[src/rtl/fpu_pkg.sv]
// Shared FP32 types and constants for the multiplier back end.
package fpu_pkg;

  localparam int EXP_W    = 8;
  localparam int MAN_W    = 23;
  localparam int EXP_IN_W = 10;

  localparam int          EXP_BIAS = 127;
  localparam int          EXP_MAX  = 255;
  localparam logic [31:0] QNAN     = 32'h7FC0_0000;

  typedef struct packed {
    logic             sign;
    logic [EXP_W-1:0] exp;
    logic [MAN_W-1:0] frac;
  } fp32_t;

  typedef struct packed {
    logic                       sign;
    logic signed [EXP_IN_W-1:0] exp;
    logic [MAN_W-1:0]           frac;
    logic                       g;
    logic                       sticky;
    logic                       is_nan;
    logic                       is_inf;
    logic                       is_zero;
  } s1_payload_t;

endpackage

[src/rtl/fpu_rne_round.sv]
// Round-to-nearest-even on a normalized fraction; a rounding carry bumps the exponent.
module fpu_rne_round #(
  parameter int SIZE_MAN    = 23,
  parameter int SIZE_EXP_IN = 10
) (
  input  logic [SIZE_MAN-1:0]           frac,
  input  logic                          g,
  input  logic                          sticky,
  input  logic signed [SIZE_EXP_IN-1:0] exp,
  output logic [SIZE_MAN-1:0]           frac_r,
  output logic signed [SIZE_EXP_IN-1:0] exp_r,
  output logic                          inexact
);

  logic round_up;
  logic carry;

  assign round_up = g & (sticky | frac[0]);
  // Carry out only happens for an all-ones fraction, so frac_r wraps to zero.
  assign {carry, frac_r} = {1'b0, frac} + {{SIZE_MAN{1'b0}}, round_up};
  assign exp_r   = exp + {{(SIZE_EXP_IN-1){1'b0}}, carry};
  assign inexact = g | sticky;

endmodule

[src/rtl/fpu_mul_round_pack.sv]
// FP32 multiplier back end: normalize (S1), round and pack (S2), valid/ready pipeline.
module fpu_mul_round_pack
  import fpu_pkg::*;
#(
  parameter int SIZE_EXP    = EXP_W,
  parameter int SIZE_MAN    = MAN_W,
  parameter int SIZE_EXP_IN = EXP_IN_W
) (
  input  logic                          i_clk,
  input  logic                          i_rst_n,
  input  logic                          i_valid,
  output logic                          o_ready,
  input  logic                          i_sign,
  input  logic signed [SIZE_EXP_IN-1:0] i_exp,
  input  logic [2*(SIZE_MAN+1)-1:0]     i_mant,
  input  logic                          i_is_nan,
  input  logic                          i_is_inf,
  input  logic                          i_is_zero,
  output logic                          o_valid,
  input  logic                          i_ready,
  output logic [31:0]                   o_result,
  output logic                          o_overflow,
  output logic                          o_underflow,
  output logic                          o_inexact
);

  localparam int P = 2 * (SIZE_MAN + 1);
  localparam logic signed [SIZE_EXP_IN-1:0] EXP_ONE  = SIZE_EXP_IN'(1);
  localparam logic signed [SIZE_EXP_IN-1:0] EXP_SAT  = SIZE_EXP_IN'(EXP_MAX);
  localparam logic signed [SIZE_EXP_IN-1:0] EXP_ZERO = SIZE_EXP_IN'(0);

  s1_payload_t s1_d, s1_q;
  logic        s1_valid, s2_valid;
  logic        s1_advance, accept;

  logic [SIZE_MAN-1:0]           frac_r;
  logic signed [SIZE_EXP_IN-1:0] exp_r;
  logic                          rnd_inexact;

  fp32_t pack_res;
  logic  pack_ovf, pack_unf, pack_inx;

  // S1 may move whenever S2 is empty or draining; o_ready never looks at i_valid.
  assign s1_advance = !s2_valid | i_ready;
  assign o_ready    = !s1_valid | s1_advance;
  assign accept     = i_valid & o_ready;
  assign o_valid    = s2_valid;

  always_comb begin
    s1_d         = '0;
    s1_d.sign    = i_sign;
    s1_d.is_nan  = i_is_nan;
    s1_d.is_inf  = i_is_inf;
    s1_d.is_zero = i_is_zero;
    if (i_mant[P-1]) begin
      s1_d.frac   = i_mant[P-2 -: SIZE_MAN];
      s1_d.g      = i_mant[P-2-SIZE_MAN];
      s1_d.sticky = |i_mant[P-3-SIZE_MAN:0];
      s1_d.exp    = i_exp + EXP_ONE;
    end else begin
      s1_d.frac   = i_mant[P-3 -: SIZE_MAN];
      s1_d.g      = i_mant[P-3-SIZE_MAN];
      s1_d.sticky = |i_mant[P-4-SIZE_MAN:0];
      s1_d.exp    = i_exp;
    end
  end

  always_ff @(posedge i_clk or negedge i_rst_n) begin
    if (!i_rst_n) begin
      s1_valid <= 1'b0;
      s1_q     <= '0;
    end else begin
      if (o_ready) s1_valid <= i_valid;
      if (accept)  s1_q     <= s1_d;
    end
  end

  fpu_rne_round #(
    .SIZE_MAN    (SIZE_MAN),
    .SIZE_EXP_IN (SIZE_EXP_IN)
  ) u_round (
    .frac    (s1_q.frac),
    .g       (s1_q.g),
    .sticky  (s1_q.sticky),
    .exp     (s1_q.exp),
    .frac_r  (frac_r),
    .exp_r   (exp_r),
    .inexact (rnd_inexact)
  );

  always_comb begin
    pack_res      = '0;
    pack_res.sign = s1_q.sign;
    pack_ovf      = 1'b0;
    pack_unf      = 1'b0;
    pack_inx      = 1'b0;
    if (s1_q.is_nan) begin
      pack_res = QNAN;
    end else if (s1_q.is_inf) begin
      pack_res.exp = '1;
    end else if (s1_q.is_zero) begin
      pack_res.exp = '0;
    end else if (exp_r >= EXP_SAT) begin
      pack_res.exp = '1;
      pack_ovf     = 1'b1;
      pack_inx     = 1'b1;
    end else if (exp_r <= EXP_ZERO) begin
      // Denormal results are flushed rather than produced.
      pack_unf = 1'b1;
      pack_inx = 1'b1;
    end else begin
      pack_res.exp  = exp_r[SIZE_EXP-1:0];
      pack_res.frac = frac_r;
      pack_inx      = rnd_inexact;
    end
  end

  always_ff @(posedge i_clk or negedge i_rst_n) begin
    if (!i_rst_n) begin
      s2_valid    <= 1'b0;
      o_result    <= '0;
      o_overflow  <= 1'b0;
      o_underflow <= 1'b0;
      o_inexact   <= 1'b0;
    end else if (s1_advance) begin
      s2_valid <= s1_valid;
      if (s1_valid) begin
        o_result    <= pack_res;
        o_overflow  <= pack_ovf;
        o_underflow <= pack_unf;
        o_inexact   <= pack_inx;
      end
    end
  end

endmodule
[config.mk]
export PLATFORM = sky130hd
export DESIGN_NAME = fpu_mul_round_pack
export DESIGN_NICKNAME = d
export VERILOG_FILES = /design/src/rtl/fpu_pkg.sv /design/src/rtl/fpu_rne_round.sv /design/src/rtl/fpu_mul_round_pack.sv
export SDC_FILE = /design/constraint.sdc
export NUM_CORES = 1
export LEC_CHECK = 0
export BUFFER_PORTS_ARGS = -buffer_cell sky130_fd_sc_hd__buf_2
export CAP_MARGIN = 15
export CORE_ASPECT_RATIO = 0.7
export CORE_UTILIZATION = 45
export CTS_BUF_LIST = sky130_fd_sc_hd__clkbuf_8 sky130_fd_sc_hd__clkbuf_16
export DETAILED_ROUTE_END_ITERATION = 10
export PLACE_DENSITY = 0.69
export SLEW_MARGIN = 40
export SYNTH_ARGS = -nofsm -noshare
export SYNTH_HDL_FRONTEND = slang
export SYNTH_SLANG_ARGS = --single-unit
[constraint.sdc]
create_clock -name i_clk -period 9.2 [get_ports i_clk]
set_input_delay 0 -clock i_clk [delete_from_list [all_inputs] [get_ports i_clk]]
set_output_delay 0 -clock i_clk [all_outputs]
set_load 0.01 [all_outputs]
; ---- Word level (Yosys, flattened, before mapping)
; Index checks and enable logic that the tools add are counted.
[word_totals]
register_bits = 76
[op_classes]
addsub = 3
order_cmp = 2
n_mux = 24
n_bitwise = 6
n_reduce_logical = 5
[op_table]
columns = operator, count
row1 = 23-bit two-way mux, 3
row2 = 31-bit two-way mux, 2
row3 = 35-bit two-way mux, 1
row4 = 23-bit by 1-bit adder with 24-bit output, 1
row5 = 8-bit two-way mux, 3
row6 = 23-bit OR reduction, 1
row7 = 22-bit OR reduction, 1
row8 = 1-bit two-way mux, 15
row9 = 10-bit by 1-bit adder with 10-bit output, 1
row10 = "10-bit by 2-bit adder with 10-bit output, second input constant", 1
row11 = "10-bit by 9-bit greater-or-equal comparator with 1-bit output, second input constant", 1
row12 = "10-bit by 1-bit <= comparator with 1-bit output, second input constant", 1
row13 = 1-bit bitwise OR, 4
row14 = 1-bit bitwise AND, 2
row15 = 1-bit logical NOT, 2
row16 = 2-bit AND reduction, 1

; ---- Longest topological paths before layout
; Gate-level depths: netlist of run 1.
[logic_depth]
ltp_word = 10
depth_mapped = 15
mapped_depth_nobuf = 14

; ---- Modules after synthesis
; From an unflattened synthesis of run 1, not the netlist that was laid out.
[hier_totals]
hier_cells = 388
area_unflattened_um2 = 3943.8
[by_module_without_submodules]
columns = module, n_inst, cells_each, area_each_um2
row1 = fpu_mul_round_pack, 1, 303, 3330.7
row2 = fpu_rne_round, 1, 85, 613.1

; ---- Worst setup path after synthesis of run 1
; Ideal clock, no wire load.
[synth_timing]
kind = reg2reg
startpoint = reg s1_q[3] in the netlist's numbering
endpoint = reg o_result[11]
setup_time_ns = 0.074
arrival_ns = 3.342
setup_slack_ns = 5.784
path_stages_with_launch = 16
path_buffers = 1
period_less_slack_ns = 3.416
path_cell_list = dfrtp_1 o21a_1 ha_1 and2_1 nand4_1 nor3_1 and3_1 ha_1 ha_1 nand4_2 or2_4 xor2_1 o31ai_2 or4_4 buf_8 o21ai_2
[synth_via]
elab_chain_len = 10
word_cells_on_any_way = 11
cone_classes = add/sub: 2 / order compare: 2 / mux: 5 / bitwise: 2
[synth_rtl]
columns = element, line_no
row1 = from (decl), fpu_mul_round_pack.sv:32  ; s1_payload_t s1_d, s1_q;
row2 = from (signal assigned), fpu_mul_round_pack.sv:71  ; s1_q <= '0;
row3 = from (signal assigned), fpu_mul_round_pack.sv:74  ; if (accept) s1_q <= s1_d;
row4 = 1-bit bitwise OR *, fpu_rne_round.sv:18  ; assign round_up = g & (sticky | frac[0]);
row5 = 1-bit bitwise AND *, fpu_rne_round.sv:18
row6 = 23-bit by 1-bit adder with 24-bit output *, fpu_rne_round.sv:20  ; assign {carry, frac_r} = {1'b0, frac} + {{SIZE_MAN{1'b0}}, round_up};
row7 = 10-bit by 1-bit adder with 10-bit output, fpu_rne_round.sv:21  ; assign exp_r = exp + {{(SIZE_EXP_IN-1){1'b0}}, carry};
row8 = 10-bit by 1-bit <= comparator with 1-bit output, fpu_mul_round_pack.sv:107  ; end else if (exp_r <= EXP_ZERO) begin
row9 = 31-bit two-way mux, fpu_mul_round_pack.sv:107
row10 = 23-bit two-way mux *, fpu_mul_round_pack.sv:103  ; end else if (exp_r >= EXP_SAT) begin
row11 = 23-bit two-way mux *, fpu_mul_round_pack.sv:101  ; end else if (s1_q.is_zero) begin
row12 = 23-bit two-way mux *, fpu_mul_round_pack.sv:99  ; end else if (s1_q.is_inf) begin
row13 = 31-bit two-way mux *, fpu_mul_round_pack.sv:97  ; if (s1_q.is_nan) begin
row14 = to (signal assigned), fpu_mul_round_pack.sv:128  ; o_result <= pack_res;
row15 = to (decl), fpu_mul_round_pack.sv:21  ; output logic [31:0] o_result,
; Mark *: on every way between the ends. The rest lies on a longest branch, timed or not.
; A chain may end at the register's enable or synchronous reset.

; ---- Worst setup path in the final report of run 1
[layout_timing]
startpoint = reg s1_q[4] in the netlist's numbering
endpoint = reg o_result[2]
[layout_via]
elab_chain_len = 9
word_cells_on_any_way = 10
cone_classes = add/sub: 2 / order compare: 2 / mux: 5 / bitwise: 1
[layout_rtl]
columns = element, line_no
row1 = 1-bit bitwise AND *, fpu_rne_round.sv:18
row2 = 23-bit by 1-bit adder with 24-bit output *, fpu_rne_round.sv:20
row3 = 10-bit by 1-bit adder with 10-bit output, fpu_rne_round.sv:21
row4 = 10-bit by 1-bit <= comparator with 1-bit output, fpu_mul_round_pack.sv:107
row5 = 31-bit two-way mux, fpu_mul_round_pack.sv:107
row6 = 23-bit two-way mux *, fpu_mul_round_pack.sv:103
row7 = 23-bit two-way mux *, fpu_mul_round_pack.sv:101
row8 = 23-bit two-way mux *, fpu_mul_round_pack.sv:99
row9 = 31-bit two-way mux *, fpu_mul_round_pack.sv:97
; Marked as above.

==> results_dict.tcl, run 1 <==
set metrics [dict create \
    report.final.hold_viol_count 1 \
    fin_cells 666 \
    final_cell_mix "buf_2, dfrtp_1, nand2_1" \
    r2r_cells 14 \
    fp.dieH_um 81.68 \
    cts_tree "done" \
    clkSlewWorstSetupHoldPaths_ns 0.06 \
    antenna_found_initial 0 \
    end_kind "flip-flop" \
    routedWlPerCell_um 14.86 \
    start_kind "flip-flop" \
    p_leak_uw 0.002423 \
    r2r-start "s1_q[4]" \
    cts_made_buffers 9 \
    crit_buf_inv 0 \
    ys_warn_count 0 \
    post_cts_resized 0 \
    holdCritStartpoint "i_mant[30]" \
    layout-drive-gt1-share_pct 28.21 \
    synth-async-reset-ratio_pct 100.0 \
    yosys_most_used_dff "dfrtp_1" \
    slew_viol_final 0 \
    violations "hold timing" \
    ir_drop_mv 0.07780 \
    hold_class "input pin to flip-flop" \
    crit_family "simple AND/OR/NAND/NOR gates" \
    timing.slew.headroom_pct 54.25 \
    dp_cells 615 \
    drt_iter0_drc 175 \
    gp_congestion 0.8096 \
    yosysUniqueCellTypes 49 \
    final_common_cell "buf_2" \
    vias_per_cell 5.188 \
    track_usage_pct 22.28 \
    critical_path_class "flip-flop to flip-flop" \
    cp_max_fo 22 \
    ys_seq_area_share_pct 46.60 \
    grt-ovfl-total 0 \
    syn_to_final_growth_pct 30.32 \
    initial_core_util_pct 47.36 \
    cp.required_ns 9.45 \
    yosysTopAreaCellShare_pct 46.60 \
    setup_tns_ns 0 \
    synth-edff-count 0 \
    netlist_instances 413 \
    whs_ns -0.005256 \
    route.detailed.drc 0 \
    grt_pass1_vias 3175 \
    io_pins 103 \
    antenna_cells 0 \
    finalCriticalPeriod_ns 4.116 \
    rows 28 \
    hold_path_end "s1_q[12]" \
    wl_met2_um 4311 \
    final_core_utilization_pct 61.72 \
    portBuffers 102 \
    synth_nets 484 \
    rsz0062_at_grt "false" \
    ant_nets 0 \
    wl_met3_um 649 \
    grt_max_degree 77 \
    yosys_register_bits 76 \
    root_buffer "clkbuf_16" \
    fillers 760 \
    path_cells "o21a_1 -> ha_1 -> and2_1 -> nand4_1 -> nor3_1 -> and3_1 -> ha_1 -> ha_1 -> nand4_2 -> or2_4 -> xor2_1 -> o31ai_2 -> or4_4 -> o21ai_0" \
    avgSynthCellArea_sq_um 9.882 \
    critPathSlowestCell "or4_4" \
    power_density_mw_per_mm2 184.1 \
    dieArea_sq_mm 0.009461 \
    via_count 3455 \
    finalPower_uw 979.5 \
    clock_skew_ns 0.004570 \
    cts_setup_buffers 0 \
    min_path_cells 3 \
    arrival_ns 4.36 \
    synthTopCellsByArea "dfrtp_1, nand2_1, mux2i_1" \
    finalNetCount 612 \
    grt_pass1_wl_um 15720 \
    tightest_slew_ns 0.6863 \
    cts_num_sinks 76 \
    final-setup-viol-count 0 \
    first_pass_iters 4 \
    fin_crit_sh_pct 44.74 \
    worst_path_most_repeated_cell "ha_1" \
    status "complete, but fails checks" \
    fmax_mhz 242.9 \
    max_cap_violations 0 \
    clockBufferDepth 2 \
    max_stage_delay_ns 0.72 \
    syn-cell-area_sq_mm 0.004081 \
    dieWidth_um 115.8 \
    cts.htree.levels 3 \
    reg2reg_setup_slack_ns 5.08 \
    worstReg2RegEnd "o_result[2]" \
    yosysTopAreaCell "dfrtp_1" \
    core_area_sq_mm 0.008618 \
    clk_latency_ns 0.33 \
    drt-met1-wl_um 4767 \
    top_layer_used "met4" \
    routed_wl_um 9900 \
    place_hpwl_um 6930 \
]
tightest hold or removal path: stages:
cell     delay, ns
buf_2         0.09
mux2i_1       0.06
o21ai_0       0.14
cells in the mapped netlist, types with 5 or more instances:
master,number
nand2_1,77
clkbuf_1,11
mux2i_1,26
nor4_1,7
inv_1,7
and2_1,5
o21ai_2,20
ha_1,5
dfrtp_1,76
o22a_1,7
nand3_1,9
xor2_1,19
xnor2_1,21
o21ai_0,37
nor2_1,20
nand4_1,11
through the flow:
stage	worst slack, ns	cell area, sq um
2_1_floorplan	5.784	4081
3_3_place_gp	5.408	4633
6_report	5.084	5319
4_1_cts	5.137	5316
5_1_grt	4.810	5319
3_5_place_dp	5.176	4639
repair_timing:
action,in CTS,in global routing
endpoints found under the hold margin,102,0
setup endpoints to repair,0,0
hold buffers,35,0
layout make-up:
class	count	area, sq um	share of cell area (%)
inverters	7	26.28	0.4940
flip-flops and latches	76	1902	35.76
well taps	120	150.1	2.823
clock buffers	10	239.0	4.493
multi-input cells	309	2037	38.30
repair buffers	138	877.1	16.49
clock inverters	6	87.58	1.647
flip-flops by register name, summed over array words and instances, names as in the netlist:
signal and flops:
o_valid 1, o_overflow 1, o_inexact 1, o_result 32
o_underflow 1, s1_q 39, s1_valid 1
logic make-up (layout without fill, tap and decap cells):
family	Yosys count	after routing	share of synthesized area, %
AND/OR/NAND/NOR	153	153	18.09
AO/OA/AOI/OAI	80	80	13.70
flip-flops	76	76	46.60
XOR/XNOR	41	41	8.982
multiplexers	30	30	7.480
buffers and inverters	28	161	3.617
adder cells (fa/ha/maj)	5	5	1.533
where the power goes:
group          switching, uW  internal [uW]
logic                   95.3           82.7
registers               44.4            375
clock network            138            245
per-layer routing:
metal | vias to the layer above | track usage [%]
met5 | - | 0
li1 | 1693 | -
met1 | 1605 | 31.90
met2 | 137 | 33.21
met4 | 0 | 8.590
met3 | 20 | 4.576
how the worst max path moves through the flow:
stage | start | end | cells after the start
2_1_floorplan | s1_q[3] | o_result[11] | 15
3_3_place_gp | s1_q[3] | o_result[3] | 14
3_5_place_dp | s1_q[4] | o_result[2] | 14
4_1_cts | s1_q[4] | o_result[2] | 14
5_1_grt | s1_q[3] | o_result[2] | 14
6_report | s1_q[4] | o_result[2] | 14
Note: power is estimated with default switching activity, not from simulation.
==> run 2, diff against run 1 <==
==> constraint.sdc (replaced) <==
create_clock -name i_clk -period 4.16 [get_ports i_clk]
set_input_delay 0 -clock i_clk [delete_from_list [all_inputs] [get_ports i_clk]]
set_output_delay 0 -clock i_clk [all_outputs]
set_load 0.01 [all_outputs]
==> run 2 against run 1 <==
  * The run now ends clean
  * Combinational power is 130% higher
  * Wire length is 3.2% higher
  * Utilization is 0.99 points higher
  * Global-route usage hardly changed
  * Clock power is 120% higher
  * Clock-buffer cell count stayed put
  * First-iteration DRC count is 18% higher
  * Non-clock buffer count is 5 higher
  * Maximum frequency is 5.2% higher
  * Worst hold slack better by 0.010 ns
  * Critical endpoint is now o_result[8]
  * Highest routed layer unchanged
==> results_dict.tcl, run 2 (synthesis results as in run 1) <==
set metrics [dict create \
    worst_path_most_repeated_cell "ha_1" \
    ant_nets 0 \
    antenna_found_initial 0 \
    gp_congestion 0.8136 \
    report.final.hold_viol_count 0 \
    syn_to_final_growth_pct 32.40 \
    root_buffer "clkbuf_16" \
    crit_family "simple AND/OR/NAND/NOR gates" \
    worstSetupPathDepth 14 \
    crit_buf_inv 0 \
    internal-power_uw 1558 \
    io_pins 103 \
    route.detailed.drc 0 \
    fin_cells 673 \
    power_density_mw_per_mm2 402.3 \
    switching_share_pct 28.34 \
    dieArea_sq_mm 0.009461 \
    antenna_cells 0 \
    via_count 3545 \
    comb_power_share_pct 18.5 \
    cp.required_ns 4.42 \
    routedWlPerCell_um 15.18 \
    grt_pass1_vias 3262 \
    clkPwrFrac_pct 38.7 \
    initial_core_util_pct 47.36 \
    end_kind "flip-flop" \
    fp.dieH_um 81.68 \
    core_area_sq_mm 0.008618 \
    critical_path_class "flip-flop to flip-flop" \
    grt-ovfl-total 0 \
    p_sw_uw 616.1 \
    cts_made_buffers 9 \
    critPathSlowestCell "or4_4" \
    timing.slew.headroom_pct 54.03 \
    finalNetCount 619 \
    tightest_slew_ns 0.6895 \
    cts.htree.levels 3 \
    cts_num_sinks 76 \
    clockBufferDepth 2 \
    fmax_mhz 255.5 \
    final_cell_mix "buf_2, nand2_1, dfrtp_1" \
    r2r-start "s1_q[4]" \
    hold_class "input pin to flip-flop" \
    layout-drive-gt1-share_pct 28.75 \
    portBuffers 102 \
    clk_latency_ns 0.33 \
    max_stage_delay_ns 0.72 \
    first_pass_iters 4 \
    worstReg2RegEnd "o_result[8]" \
    max_cap_violations 0 \
    drt_iter0_drc 207 \
    final-setup-viol-count 0 \
    track_usage_pct 22.29 \
    dieWidth_um 115.8 \
    reg2reg_setup_slack_ns 0.25 \
    setup_tns_ns 0 \
    place_hpwl_um 6965 \
    ir_drop_mv 0.2199 \
    r2r_cells 14 \
    register_area_sq_mm 0.001902 \
    multiInputGateArea_sq_mm 0.002062 \
    rows 28 \
    cts_tree "done" \
    vias_per_cell 5.267 \
    clock_skew_ns 0.004328 \
    holdCritStartpoint "i_mant[44]" \
    path_cells "o21a_1 -> ha_1 -> and2_1 -> nand4_1 -> nor3_2 -> and3_1 -> ha_1 -> ha_1 -> nand4_2 -> or2_4 -> xor2_1 -> o31ai_2 -> or4_4 -> o21ai_2" \
    reg_top3 "s1_q x39, o_result x32" \
    p_leak_uw 0.002456 \
    dp_cells 616 \
    status "finished, final reports clean" \
    final_common_cell "buf_2" \
    fin_crit_sh_pct 94.08 \
    cp_max_fo 11 \
    slew_viol_final 0 \
    grt_pass1_wl_um 15840 \
    finalCriticalPeriod_ns 3.914 \
    hold_path_end "s1_q[25]" \
    regMostFlops "s1_q" \
    p_seq_share_pct 42.8 \
    clkSlewWorstSetupHoldPaths_ns 0.06 \
    fillers 719 \
    largest_register_ffs 39 \
    min_path_cells 3 \
    routed_wl_um 10220 \
    start_kind "flip-flop" \
    arrival_ns 4.18 \
    rsz0062_at_grt "false" \
    grt_max_degree 77 \
]
-- run 2: cell count changes in the layout (fill, tap and decap cells not counted) --
| cell | change |
|---|---|
| nor3_1 | -1 |
| nand2_2 | -1 |
| buf_2 | +1 |
| buf_4 | +1 |
| buf_16 | +1 |
| nor3_2 | +1 |
| nand2_1 | +1 |
| dlygate4sd3_1 | +2 |
| or4_4 | +2 |
-- run 2: timing repair --
action                                  in CTS  in global routing
hold endpoints to repair                   103                  0
endpoints found under the setup margin       0                 22
hold buffers                                37                  0
setup buffers                                0                  1
resized for setup                            0                  3
-- run 2: how the worst max path moves through the flow --
| stage | from | endpoint | slack (ns) |
|---|---|---|---|
| 6_report | s1_q[4] | o_result[8] | 0.25 |
| 5_1_grt | s1_q[4] | o_result[3] | 0.03 |
| 4_1_cts | s1_q[4] | o_result[2] | 0.12 |
| 3_5_place_dp | s1_q[4] | o_result[3] | 0.16 |
| 3_3_place_gp | s1_q[3] | o_result[3] | 0.37 |
| 2_1_floorplan | s1_q[3] | o_result[11] | 0.74 |
-- run 2: metrics by stage --
stage	worst slack [ns]	cell area, sq um	hold WS (ns)	utilization (%)	power (uW)
final	0.2461	5404	0.004858	62.70	2174
after global routing	0.02666	5404	0.01790	62.70	2273
after CTS	0.1161	5341	0.0006755	61.98	2178
after detailed placement	0.1620	4644	0.07544	53.89	1303
after global placement	0.3694	4641	0.2006	53.85	1289
after floorplan	0.7441	4081	-0.2956	-	1153
-- run 2: worst register-to-register path: stages (launching register included) --
cell,delay (ns)
dfrtp_1,0.39
o21a_1,0.14
ha_1,0.16
and2_1,0.21
nand4_1,0.19
nor3_2,0.28
and3_1,0.22
ha_1,0.22
ha_1,0.29
nand4_2,0.15
or2_4,0.29
xor2_1,0.23
o31ai_2,0.17
or4_4,0.72
o21ai_2,0.18
-- run 2: cell type report --
class	instances	share of cell area [%]
Clock buffer	10	4.422
Clock inverter	6	1.621
Inverter	7	0.4862
Multi-Input combinational cell	311	38.16
Sequential cell	76	35.19
Tap cell	120	2.778
Timing Repair Buffer	143	17.34
-- run 2: per-layer routing --
layer	global-route usage, %	wire [um]	up-vias
li1	-	-	1718
met1	31.56	4792	1649
met2	34.17	4432	160
met3	4.428	806	18
met4	7.821	184	0
met5	0	0	-
-- run 2: power by group through the flow --
stage	Clock [uW]	Combinational, uW	Sequential [uW]
floorplan	0	233	920
global placement	0	356	933
detailed placement	0	364	939
CTS	857	395	926
global route	885	446	942
finish	842	402	930
